**src/rtl/mux_switch_sequencer.sv**
```systemverilog
// rtl/mux_switch_sequencer.sv - request/ack sequencer driving top_design_mux select and resets
// Optional feature macro: MUX_SEQ_LOCK_EN (adds i_lock and a sticky lock register).
module mux_switch_sequencer #(
    parameter logic [3:0] PARK_ID       = 4'd15,
    parameter int         SETTLE_CYCLES = 4,
    parameter int         RESET_CYCLES  = 8,
    parameter int         CNT_W         = 8
) (
    input  logic       wb_clk_i,
    input  logic       rst_n,
`ifdef MUX_SEQ_LOCK_EN
    input  logic       i_lock,
`endif
    input  logic       i_req,
    input  logic [3:0] i_target,
    input  logic       i_hold_rst,
    input  logic       i_sys_reset_enb,
    input  logic       i_io5_reset_enb,
    input  logic       i_auto_reset_enb,
    output logic [3:0] o_mux_sel,
    output logic       o_mux_sys_reset_enb,
    output logic       o_mux_io5_reset_enb,
    output logic       o_mux_auto_reset_enb,
    output logic [7:0] o_design_reset,
    output logic [3:0] o_active_id,
    output logic       o_busy,
    output logic       o_done,
    output logic       o_dropped
);

    typedef enum logic [2:0] {
        S_IDLE, S_ASSERT, S_PARK, S_SELECT, S_HOLD_LOAD, S_HOLD, S_RELEASE, S_DONE
    } state_t;

    localparam logic [CNT_W-1:0] SETTLE_LOAD = CNT_W'(SETTLE_CYCLES - 1);
    localparam logic [CNT_W-1:0] RESET_LOAD  = CNT_W'(RESET_CYCLES - 1);

    state_t           state, state_nxt;
    logic             req_q;
    logic [3:0]       tgt;
    logic             hold;
    logic [CNT_W-1:0] cnt;
    logic             cnt_live;
    logic             locked;
    logic             req_edge;
    logic             accept;

    // IDs 8..15 have no per-design reset line.
    function automatic logic [7:0] id_bit(input logic [3:0] id);
        id_bit = id[3] ? 8'h00 : (8'h01 << id[2:0]);
    endfunction

    assign req_edge = i_req & ~req_q;
    assign accept   = req_edge && (state == S_IDLE) && !locked;
    assign o_busy   = (state != S_IDLE) && (state != S_DONE);
    assign o_done   = (state == S_DONE);

`ifdef MUX_SEQ_LOCK_EN
    always_ff @(posedge wb_clk_i) begin
        if (!rst_n)
            locked <= 1'b0;
        else if (i_lock && state == S_IDLE)
            locked <= 1'b1;
    end
`else
    assign locked = 1'b0;
`endif

    always_ff @(posedge wb_clk_i) begin
        if (!rst_n)
            state <= S_IDLE;
        else
            state <= state_nxt;
    end

    always_comb begin
        state_nxt = state;
        case (state)
            S_IDLE:      if (accept) state_nxt = S_ASSERT;
            S_ASSERT:    state_nxt = (tgt == o_active_id) ? S_HOLD_LOAD : S_PARK;
            S_PARK:      if (cnt_live && cnt == '0) state_nxt = S_SELECT;
            S_SELECT:    if (cnt_live && cnt == '0) state_nxt = S_HOLD_LOAD;
            S_HOLD_LOAD: state_nxt = S_HOLD;
            S_HOLD:      if (cnt == '0) state_nxt = S_RELEASE;
            S_RELEASE:   state_nxt = S_DONE;
            S_DONE:      state_nxt = S_IDLE;
            default:     state_nxt = S_IDLE;
        endcase
    end

    always_ff @(posedge wb_clk_i) begin
        if (!rst_n) begin
            req_q                <= 1'b0;
            tgt                  <= PARK_ID;
            hold                 <= 1'b0;
            cnt                  <= '0;
            cnt_live             <= 1'b0;
            o_mux_sel            <= PARK_ID;
            o_active_id          <= PARK_ID;
            o_design_reset       <= 8'hFF;
            o_mux_sys_reset_enb  <= 1'b0;
            o_mux_io5_reset_enb  <= 1'b1;
            o_mux_auto_reset_enb <= 1'b0;
            o_dropped            <= 1'b0;
        end else begin
            req_q                <= i_req;
            o_mux_sys_reset_enb  <= i_sys_reset_enb;
            o_mux_io5_reset_enb  <= i_io5_reset_enb;
            o_mux_auto_reset_enb <= i_auto_reset_enb;
            if (accept) begin
                tgt       <= i_target;
                hold      <= i_hold_rst;
                o_dropped <= 1'b0;
            end else if (req_edge) begin
                o_dropped <= 1'b1;
            end
            // PARK and SELECT register their output and load the counter on
            // their first cycle, then count the settle window down.
            case (state)
                S_ASSERT: begin
                    o_design_reset <= o_design_reset | id_bit(o_active_id) | id_bit(tgt);
                    cnt_live       <= 1'b0;
                end
                S_PARK, S_SELECT: begin
                    if (!cnt_live) begin
                        cnt      <= SETTLE_LOAD;
                        cnt_live <= 1'b1;
                        if (state == S_PARK) begin
                            o_mux_sel <= PARK_ID;
                        end else begin
                            o_mux_sel   <= tgt;
                            o_active_id <= tgt;
                        end
                    end else if (cnt == '0) begin
                        cnt_live <= 1'b0;
                    end else begin
                        cnt <= cnt - 1'b1;
                    end
                end
                S_HOLD_LOAD: cnt <= RESET_LOAD;
                S_HOLD:      if (cnt != '0) cnt <= cnt - 1'b1;
                S_RELEASE: begin
                    if (!hold && !tgt[3])
                        o_design_reset[tgt[2:0]] <= 1'b0;
                end
                default: ;
            endcase
        end
    end

endmodule

```
**config.mk**
```make
export PLATFORM = sky130hd
export DESIGN_NAME = mux_switch_sequencer
export DESIGN_NICKNAME = d
export VERILOG_FILES = /design/src/rtl/mux_switch_sequencer.sv
export SDC_FILE = /design/constraint.sdc
export NUM_CORES = 1
export LEC_CHECK = 0
export ABC_AREA = 1
export BUFFER_PORTS_ARGS = -buffer_cell sky130_fd_sc_hd__buf_2
export CORE_ASPECT_RATIO = 0.7
export CORE_MARGIN = 1
export CORE_UTILIZATION = 50
export CTS_CLUSTER_DIAMETER = 200
export CTS_CLUSTER_SIZE = 28
export DETAILED_ROUTE_END_ITERATION = 8
export GPL_TIMING_DRIVEN = 1
export PLACE_DENSITY = 0.72
export SLEW_MARGIN = 20
export SYNTH_ARGS = -nofsm -noshare
export SYNTH_HDL_FRONTEND = slang
export SYNTH_SLANG_ARGS = --single-unit
export TNS_END_PERCENT = 30
```
**constraint.sdc**
```tcl
create_clock -name wb_clk_i -period 1.9 [get_ports wb_clk_i]
set_input_delay 0.285 -clock wb_clk_i [delete_from_list [all_inputs] [get_ports wb_clk_i]]
set_output_delay 0.285 -clock wb_clk_i [all_outputs]
set_load 0.02 [all_outputs]
```
==> results.sh, run 1 <==
export IMPL_yosysWarnings=0
export IMPL_max_freq_mhz=597.1
export IMPL_rsz0062_at_grt="no"
export IMPL_first_global_vias=1822
export IMPL_status="finished clean"
export IMPL_clock_insertion_delay_worst_skew_ns=0.29
export IMPL_grt_max_degree=21
export IMPL_ys_seq_area_frac=0.3598
export IMPL_finalHoldViolations=0
export IMPL_wl_per_cell_um=11.50
export IMPL_crit_fanout=8
export IMPL_nFillCells=391
export IMPL_syn_avg_cell_area_um2=6.547
export IMPL_initialDrtViolationCount=233
export IMPL_crit_chain="inv_1 > ha_1 > nand2_1 > nor2_2 > nand3_1 > nand2_2 > buf_4 > nand2_1 > a21oi_1"
export IMPL_grt_overflow=0
export IMPL_cts_setup_buffers=0
export IMPL_wirelength_mm=4.726
export IMPL_row_count=19
export IMPL_place_congestion=0.9239
export IMPL_ys_async_sr_fraction=0
export IMPL_worstSetupStartpointType="register"
export IMPL_syn_to_final_growth_pct=13.49
export IMPL_synth_most_common_cell="nand2_1"
export IMPL_setup_tns_ns=0
export IMPL_setup_slack_ns=0.2253
export IMPL_skew_ns=0.004301
export IMPL_crit_required_ns=2.12
export IMPL_slew_violations=0
export IMPL_yosysTopAreaCellShare=0.3598
export IMPL_clk_pin_slew_ns=0.07
export IMPL_avgViaCountPerCell=5.061
export IMPL_setup_viol=0
export IMPL_diodes=0
export IMPL_route_antenna_remaining_nets=0
export IMPL_layout_min_cycle_time_ns=1.675
export IMPL_drv_cap=0
export IMPL_cts_sinks=38
export IMPL_cts_tree="built"
export IMPL_start_util=0.5294
export IMPL_hpwl_mm=3.518
export IMPL_synth_seq_cells=38
export IMPL_via_count=2080
export IMPL_htree_levels=2
export IMPL_powerDensity_nw_per_um2=1092
export IMPL_firstDrtPassIters=5
export IMPL_hp_class="input port to register"
export IMPL_syn_num_nets=338
export IMPL_drive_gt1_frac=0.1811
export IMPL_syn_area_um2=2115
export IMPL_route_detailed_drc=0
export IMPL_cts_path_max_buffers=2
export IMPL_nets=373
export IMPL_yosys_top_cells_area="dfxtp_1 36%, nand2_1 18%, nor2_1 6.9%"
export IMPL_grt_first_pass_wirelength_mm=8.093
export IMPL_ctsHoldBuffers=0
export IMPL_slew_limit_headroom=0.7696
export IMPL_synthCells=323
export IMPL_io_buffers=32
export IMPL_max_stage_delay_ns=0.32
export IMPL_grtUsageTotal=0.2330
export IMPL_clock_root_buffer="clkbuf_8"
export IMPL_arrival_ns=1.89
export IMPL_place_ws_ns=0.04535
export IMPL_cp_end_kind="register"
export IMPL_crit_slowest_cell="dfxtp_1"
export IMPL_antenna_found_initial=0
export IMPL_crit_top_cell="nand2_1"
export IMPL_synth_distinct_cells=31
export IMPL_synth_edff_count=0
export IMPL_coreArea_um2=3994
export IMPL_peakVddDrop_v=0.0005966
export IMPL_hold_slack_ns=0.1702
export IMPL_ctsResizeCount=0
export IMPL_yosys_top_cells_count="100 x nand2_1, 39 x nor2_1, 38 x dfxtp_1"
export IMPL_cts_inserted_buffers=5
export IMPL_path_class="register to register"
export IMPL_worst_slew_pin_slew_ns=0.3444
export IMPL_fin_crit_sh=0.8814
export IMPL_rrSetupSlack_ns=0.23
export IMPL_leakage_nw=1.099
export IMPL_die_w_um=79.73
export IMPL_synth_top_area_cell="dfxtp_1"
export IMPL_ios=33
export IMPL_synth_main_ff_cell="dfxtp_1"
export IMPL_dieArea_um2=4497
export IMPL_die_h_um=56.41
==> placed cells by master (no fill, tap or decap), drive strengths merged, types with 5 or more instances in the layout <==
cell / synthesis / routed
buf: 2 / 34
o21ai: 29 / 29
inv: 41 / 41
o211ai: 5 / 5
nand2: 101 / 101
nand3: 15 / 15
a21oi: 23 / 23
clkbuf: 3 / 6
nor2: 43 / 43
dfxtp: 38 / 38
==> sequential cells by signal, indices dropped and copies added, names as in the netlist, 3 cells and up <==
name / count
o_mux_sel: 4
state: 3
o_active_id: 4
cnt: 8
tgt: 4
o_design_reset: 8
==> area by class of cell <==
| cell class | instances | area [um^2] | area share |
|---|---|---|---|
| tap | 52 | 65.06 | 0.02711 |
| clock inverter | 2 | 12.51 | 0.005214 |
| inverter | 41 | 158.9 | 0.06621 |
| sequential | 38 | 763.2 | 0.3180 |
| timing repair buffer | 34 | 175.2 | 0.07299 |
| multi-input combinational | 238 | 1142 | 0.4760 |
| clock buffer | 6 | 82.58 | 0.03441 |
==> critical path, delay by kind of cell (launching register included) <==
kind	cells	cell delay, ns
AND/OR/NAND/NOR	5	0.64
adder cells (fa/ha/maj)	1	0.26
AO/OA/AOI/OAI	1	0.14
flip-flops	1	0.32
buffers and inverters	2	0.23
==> metrics by stage <==
step                area [um^2]  utilization  power (W)  std cells
detailed placement         2297       0.5752   0.002038        403
global placement           2297       0.5752   0.002033        403
global route               2400       0.6009   0.002833        411
floorplan                  2115            -   0.001849        323
CTS                        2392       0.5990   0.002629        411
finish                     2400       0.6009   0.002621        411
==> path summary, 6_finish.rpt <==
kind	from	to	cells after the start
min	i_sys_reset_enb	o_mux_sys_reset_enb	3
min reg2reg	o_mux_sel[3]	o_mux_sel[3]	2
max reg2reg	cnt[0]	cnt[1]	9
max	cnt[0]	cnt[1]	9
==> kinds of logic (layout without fill, tap and decap cells) <==
| kind of cell | count (synthesis) | in the layout | synth area share |
|---|---|---|---|
| flops | 38 | 38 | 0.3598 |
| compound gates | 65 | 65 | 0.1681 |
| fa+ha+maj | 4 | 4 | 0.02367 |
| xor+xnor | 1 | 1 | 0.004143 |
| simple gates | 168 | 168 | 0.3420 |
| buf+inv | 47 | 83 | 0.1024 |
==> where the power goes <==
group / switching (W) / total (W) / leakage (nW) / internal, W
sequential: 0.000128 / 0.00102 / 0.311 / 0.000892
clock: 0.000285 / 0.000576 / 0.0472 / 0.000291
combinational: 0.000693 / 0.00102 / 0.741 / 0.000331
==> routing by layer <==
layer | global-route usage | share of wire
met1 | 0.3527 | 0.55
met2 | 0.3114 | 0.36
met3 | 0.06016 | 0.074
met4 | 0.08052 | 0.012
met5 | 0 | 0
Power figures use the tool's default switching activity.
==> inputs of run 2 (changes only) <==
--- a/config.mk
+++ b/config.mk
@@ -7,14 +7,14 @@
 export LEC_CHECK = 0
 export ABC_AREA = 1
 export BUFFER_PORTS_ARGS = -buffer_cell sky130_fd_sc_hd__buf_2
-export CORE_ASPECT_RATIO = 0.7
+export CORE_ASPECT_RATIO = 1.4
 export CORE_MARGIN = 1
-export CORE_UTILIZATION = 50
+export CORE_UTILIZATION = 55
 export CTS_CLUSTER_DIAMETER = 200
 export CTS_CLUSTER_SIZE = 28
 export DETAILED_ROUTE_END_ITERATION = 8
 export GPL_TIMING_DRIVEN = 1
-export PLACE_DENSITY = 0.72
+export PLACE_DENSITY = 0.78
 export SLEW_MARGIN = 20
 export SYNTH_ARGS = -nofsm -noshare
 export SYNTH_HDL_FRONTEND = slang
==> run 2 against run 1 <==
  * Die area fell by 8.8%
  * Clock skew rose by 0.00079 ns
  * Sequential share of layout area rose by 0.49 points
==> results.sh, run 2 (synthesized netlist as in run 1, its figures left out) <==
export IMPL_status="finished clean"
export IMPL_fin_util=0.6430
export IMPL_hp_class="input port to register"
export IMPL_slew_limit_headroom=0.7396
export IMPL_cts_tree="built"
export IMPL_cts_inserted_buffers=5
export IMPL_hold_slack_ns=0.1722
export IMPL_clock_root_buffer="clkbuf_8"
export IMPL_cp_end_kind="register"
export IMPL_peakVddDrop_v=0.0007469
export IMPL_startpoint="cnt[0]"
export IMPL_fin_crit_sh=0.8751
export IMPL_placed_area_um2=2277
export IMPL_cts_path_max_buffers=2
export IMPL_r2r_end="cnt[7]"
export IMPL_cts_sinks=38
export IMPL_row_count=26
export IMPL_post_route_cell_area_um2=2364
export IMPL_crit_slowest_cell="dfxtp_1"
export IMPL_crit_chain="inv_1 > ha_1 > nand2_1 > nor2_2 > nand3_1 > nand2_2 > inv_2 > nand2_1 > nand2_1 > inv_1 > nor2_1"
export IMPL_r2r_start="cnt[0]"
export IMPL_arrival_ns=1.85
export IMPL_drive_gt1_frac=0.1765
export IMPL_wl_per_cell_um=11.42
export IMPL_grt_overflow=0
export IMPL_hpwl_mm=3.411
export IMPL_avgViaCountPerCell=5.195
export IMPL_dieArea_um2=4100
export IMPL_worstHoldStart="i_auto_reset_enb"
export IMPL_io_buffers=32
export IMPL_wirelength_mm=4.558
export IMPL_skew_ns=0.005095
export IMPL_syn_to_final_growth_pct=11.78
export IMPL_finalHoldViolations=0
export IMPL_leakage_nw=1.090
export IMPL_start_util=0.5752
export IMPL_grt_max_degree=22
export IMPL_clk_pin_slew_ns=0.07
export IMPL_cts_setup_buffers=0
export IMPL_endpoint="cnt[7]"
export IMPL_powerDensity_nw_per_um2=1082
export IMPL_ctsHoldBuffers=0
export IMPL_crit_required_ns=2.09
export IMPL_cp_top_family="simple AND/OR/NAND/NOR gates"
export IMPL_ios=33
export IMPL_rsz0062_at_grt="no"
export IMPL_firstDrtPassIters=5
export IMPL_worstSetupStartpointType="register"
export IMPL_slew_violations=0
export IMPL_worst_slew_pin_slew_ns=0.3906
export IMPL_crit_top_cell="nand2_1"
export IMPL_clock_insertion_delay_worst_skew_ns=0.29
export IMPL_nets=372
export IMPL_coreArea_um2=3676
export IMPL_antenna_found_initial=0
export IMPL_setup_viol=0
export IMPL_htree_levels=2
export IMPL_route_detailed_drc=0
export IMPL_initialDrtViolationCount=81
export IMPL_r2r_cells=11
export IMPL_setup_tns_ns=0
export IMPL_power_w=0.002556
export IMPL_path_class="register to register"
export IMPL_grt_first_pass_wirelength_mm=7.603
export IMPL_rrSetupSlack_ns=0.24
export IMPL_crit_cells=11
export IMPL_ctsResizeCount=0
export IMPL_max_stage_delay_ns=0.32
export IMPL_grtUsageTotal=0.2498
export IMPL_diodes=0
export IMPL_route_antenna_remaining_nets=0
export IMPL_max_freq_mhz=601.4
export IMPL_place_congestion=0.9044
export IMPL_final_cell_mix="99 x nand2_1, 38 x nor2_1, 36 x dfxtp_1"
export IMPL_die_w_um=54.41
export IMPL_final_common_cell="nand2_1"
export IMPL_first_global_vias=1803
export IMPL_worst_path_buf_inv=3
export IMPL_die_h_um=75.37
export IMPL_via_count=2073
export IMPL_layout_min_cycle_time_ns=1.663
export IMPL_top_regs="cnt: 8 flops, o_design_reset: 8 flops"
export IMPL_crit_fanout=11
export IMPL_drv_cap=0
run 2: power breakdown:
| part | switching (W) | internal [W] | leakage (nW) |
|---|---|---|---|
| Sequential | 0.000126 | 0.000892 | 0.311 |
| Clock | 0.000277 | 0.000246 | 0.0438 |
| Combinational | 0.000690 | 0.000323 | 0.736 |
run 2: worst register-to-register path, delay by kind of cell (launching register included):
family	cells	cell delay (ns)
adder cells (fa/ha/maj)	1	0.24
flip-flops	1	0.32
AND/OR/NAND/NOR	7	0.77
buffers and inverters	3	0.25
run 2: worst min path at each step:
| stage | endpoint | slack, ns | cells past startpoint |
|---|---|---|---|
| 3_5_place_dp | cnt[1] | 0.46 | 2 |
| 5_1_grt | o_mux_sys_reset_enb | 0.18 | 3 |
| 4_1_cts | o_mux_auto_reset_enb | 0.17 | 3 |
| 3_3_place_gp | o_design_reset[3] | 0.46 | 2 |
| 6_report | o_mux_auto_reset_enb | 0.17 | 3 |
| 2_1_floorplan | req_q | 0.38 | 2 |
run 2: routing by layer:
| metal | global-route usage | wire (um) | share of wire |
|---|---|---|---|
| met4 | 0.09972 | 105 | 0.023 |
| met1 | 0.2968 | 2017 | 0.44 |
| met5 | 0 | 0 | 0 |
| met2 | 0.4336 | 2245 | 0.49 |
| met3 | 0.04391 | 190 | 0.042 |
run 2: through the flow:
stage,setup WS (ns),std cells
after CTS,0.05974,399
after global placement,0.1313,392
final,0.2373,399
after detailed placement,0.08021,392
after floorplan,0.3727,323
after global routing,0.04060,399
run 2: cell type report:
| type | count | area (um^2) |
|---|---|---|
| fillers | 352 | 1313 |
| multi-input cells | 238 | 1142 |
| flip-flops and latches | 38 | 763.2 |
| repair buffers | 33 | 167.7 |
| inverters | 41 | 158.9 |
| clock buffers | 5 | 68.82 |
| well taps | 42 | 52.55 |
| clock inverters | 2 | 10.01 |
==> inputs of run 3 (changes only) <==
--- a/config.mk
+++ b/config.mk
@@ -5,7 +5,6 @@
 export SDC_FILE = /design/constraint.sdc
 export NUM_CORES = 1
 export LEC_CHECK = 0
-export ABC_AREA = 1
 export BUFFER_PORTS_ARGS = -buffer_cell sky130_fd_sc_hd__buf_2
 export CORE_ASPECT_RATIO = 1.4
 export CORE_MARGIN = 1
==> run 3 against run 2 <==
  * Highest routed layer unchanged
  * Area after synthesis down 8.2%
  * Final cell count down 20%
  * Largest cell class unchanged
  * Hold slack worse by 0.0040 ns
  * Largest power group unchanged
  * Maximum frequency down 5.9%
==> results.sh, run 3 <==
export IMPL_status="finished clean"
export IMPL_peakVddDrop_v=0.0006546
export IMPL_multi_input_area_um2=1116
export IMPL_worst_path_buf_inv=1
export IMPL_synth_edff_count=0
export IMPL_r2r_end="cnt[2]"
export IMPL_finalNonFillerCells=321
export IMPL_wl_per_cell_um=13.98
export IMPL_wl_met1_mm=1.779
export IMPL_drv_cap=0
export IMPL_yosys_top_cells_count="38 x dfxtp_1, 22 x nand2_1, 20 x nor2_1"
export IMPL_worstSetupStartpointType="register"
export IMPL_finalHoldViolations=0
export IMPL_dieArea_um2=3776
export IMPL_setup_viol=0
export IMPL_ys_seq_area_frac=0.3918
export IMPL_place_congestion=0.8054
export IMPL_yosys_top_cells_area="dfxtp_1 39%, o21ai_0 4.6%, a21oi_1 4.4%"
export IMPL_nets=295
export IMPL_initialDrtViolationCount=68
export IMPL_syn_avg_cell_area_um2=8.194
export IMPL_layout_min_cycle_time_ns=1.768
export IMPL_seq_area_um2=764.5
export IMPL_hold_end="o_mux_io5_reset_enb"
export IMPL_via_count=1861
export IMPL_yosysTopAreaCellShare=0.3918
export IMPL_max_freq_mhz=565.7
export IMPL_crit_chain="inv_1 > ha_1 > nor4b_4 > o211a_1 > nor2_1 > o21ai_0 > a21boi_0"
export IMPL_cp_top_family="simple AND/OR/NAND/NOR gates"
export IMPL_start_util=0.5748
export IMPL_fin_crit_sh=0.9303
export IMPL_top_regs="cnt: 8 flops, o_design_reset: 8 flops"
export IMPL_htree_levels=2
export IMPL_synth_top_area_cell="dfxtp_1"
export IMPL_rrSetupSlack_ns=0.13
export IMPL_slew_limit_headroom=0.6970
export IMPL_hpwl_mm=3.261
export IMPL_synth_distinct_cells=48
export IMPL_setup_slack_ns=0.1324
export IMPL_slew_violations=0
export IMPL_max_stage_delay_ns=0.39
export IMPL_grt_overflow=0
export IMPL_powerDensity_nw_per_um2=992.7
export IMPL_synth_most_common_cell="dfxtp_1"
export IMPL_r2r_cells=7
export IMPL_rsz0062_at_grt="no"
export IMPL_setup_tns_ns=0
export IMPL_cts_sinks=38
export IMPL_crit_required_ns=2.12
export IMPL_ys_async_sr_fraction=0
export IMPL_die_h_um=72.31
export IMPL_yosysWarnings=0
export IMPL_crit_fanout=7
export IMPL_row_count=25
export IMPL_arrival_ns=1.99
export IMPL_nFillCells=281
export IMPL_final_common_cell="dfxtp_1"
export IMPL_syn_area_um2=1942
export IMPL_route_antenna_remaining_nets=0
export IMPL_first_global_vias=1677
export IMPL_synthCells=237
export IMPL_cts_tree="built"
export IMPL_avgViaCountPerCell=5.798
export IMPL_clock_root_buffer="clkbuf_8"
export IMPL_met2_length_mm=2.445
export IMPL_firstDrtPassIters=4
export IMPL_worstHoldStart="i_io5_reset_enb"
export IMPL_r2r_start="cnt[0]"
export IMPL_cts_inserted_buffers=5
export IMPL_grt_first_pass_wirelength_mm=7.272
export IMPL_grt_max_degree=28
export IMPL_top_layer_used="met4"
export IMPL_ios=33
export IMPL_hp_class="input port to register"
export IMPL_cp_end_kind="register"
export IMPL_antenna_found_initial=0
export IMPL_leakage_nw=0.9695
export IMPL_worst_slew_pin_slew_ns=0.4528
export IMPL_path_class="register to register"
export IMPL_crit_slowest_cell="dfxtp_1"
export IMPL_clock_insertion_delay_worst_skew_ns=0.29
export IMPL_synth_main_ff_cell="dfxtp_1"
export IMPL_clk_pin_slew_ns=0.07
export IMPL_io_buffers=32
export IMPL_dr_wl_met3_um=142
export IMPL_place_ws_ns=0.09216
export IMPL_cts_path_max_buffers=2
export IMPL_syn_num_nets=252
export IMPL_wirelength_mm=4.487
export IMPL_coreArea_um2=3378
export IMPL_die_w_um=52.22
export IMPL_grtUsageTotal=0.2581
export IMPL_synth_seq_cells=38
export IMPL_diodes=0
export IMPL_drive_gt1_frac=0.2456
export IMPL_route_detailed_drc=0
export IMPL_startpoint="cnt[0]"
export IMPL_dp_cells=311
export IMPL_syn_to_final_growth_pct=22.29
export IMPL_skew_ns=0.006641
export IMPL_hold_depth=2
export IMPL_final_cell_mix="37 x dfxtp_1, 32 x buf_2, 22 x nand2_1"
## run 3: cell count changes after synthesis, moves of 6 or more
cell,before,now
nand2_1,100,22
inv_1,33,5
nor2_1,39,20
nand2b_1,0,10
clkbuf_1,2,10
inv_2,6,0
o21ai_1,6,0
## run 3: timing repair
action / 4_1_cts / 5_1_grt
buffers inserted: 0 / 2
gates resized for setup: 0 / 1
hold buffers: 0 / 0
endpoints found under the setup margin: 0 / 9
## run 3: report_power, final
| group | leakage, nW | switching [W] | internal [W] |
|---|---|---|---|
| Clock | 0.0683 | 0.000296 | 0.000526 |
| Sequential | 0.310 | 0.0000531 | 0.000845 |
| Combinational | 0.591 | 0.000359 | 0.000278 |
## run 3: kinds of logic (layout without fill, tap and decap cells)
group,Yosys count,in the layout,synth area share
AOI/OAI and AO/OA,68,68,0.2204
buffers and inverters,18,62,0.03608
adders and majority gates,4,4,0.02577
DFF,38,38,0.3918
and+or+nand+nor,100,100,0.2829
xor gates and xnor gates,5,5,0.02255
muxes,4,4,0.02062
## run 3: metal layers
layer  vias up  global-route usage
met3        13             0.05451
met2        52              0.4758
met1       861              0.2640
met4         0              0.1316
met5         -                   0
li1        935                   -
## run 3: worst max path at each step
| stage | to | slack [ns] | cells after the start |
|---|---|---|---|
| 2_1_floorplan | cnt[3] | 0.001 | 9 |
| 3_3_place_gp | cnt[3] | 0.15 | 7 |
| 3_5_place_dp | state[1] | 0.09 | 7 |
| 4_1_cts | state[1] | 0.07 | 7 |
| 5_1_grt | cnt[7] | 0.004 | 7 |
| 6_report | cnt[2] | 0.13 | 7 |
## run 3: layout make-up
type	instances	share of cell area
Tap cell	40	0.02107
Inverter	5	0.007903
Clock inverter	3	0.02898
Timing Repair Buffer	49	0.1212
Sequential cell	38	0.3219
Multi-Input combinational cell	181	0.4700
Clock buffer	5	0.02898
## run 3: worst reg2reg max path, delay by kind of cell (launching register included)
| family | cells | cell delay, ns |
|---|---|---|
| and+or+nand+nor | 2 | 0.52 |
| adders and majority gates | 1 | 0.23 |
| DFF | 1 | 0.39 |
| AOI/OAI and AO/OA | 3 | 0.49 |
| buffers and inverters | 1 | 0.06 |
## run 3: stage by stage
| step | util | hold WS (ns) | cell area (um^2) | total power, W |
|---|---|---|---|---|
| after global placement | 0.6570 | 0.4642 | 2220 | 0.001515 |
| after floorplan | - | 0.3865 | 1964 | 0.001340 |
| after CTS | 0.6978 | 0.1580 | 2357 | 0.002343 |
| after global routing | 0.7030 | 0.1620 | 2375 | 0.002469 |
| after detailed placement | 0.6570 | 0.4676 | 2220 | 0.001523 |
| final | 0.7030 | 0.1683 | 2375 | 0.002358 |
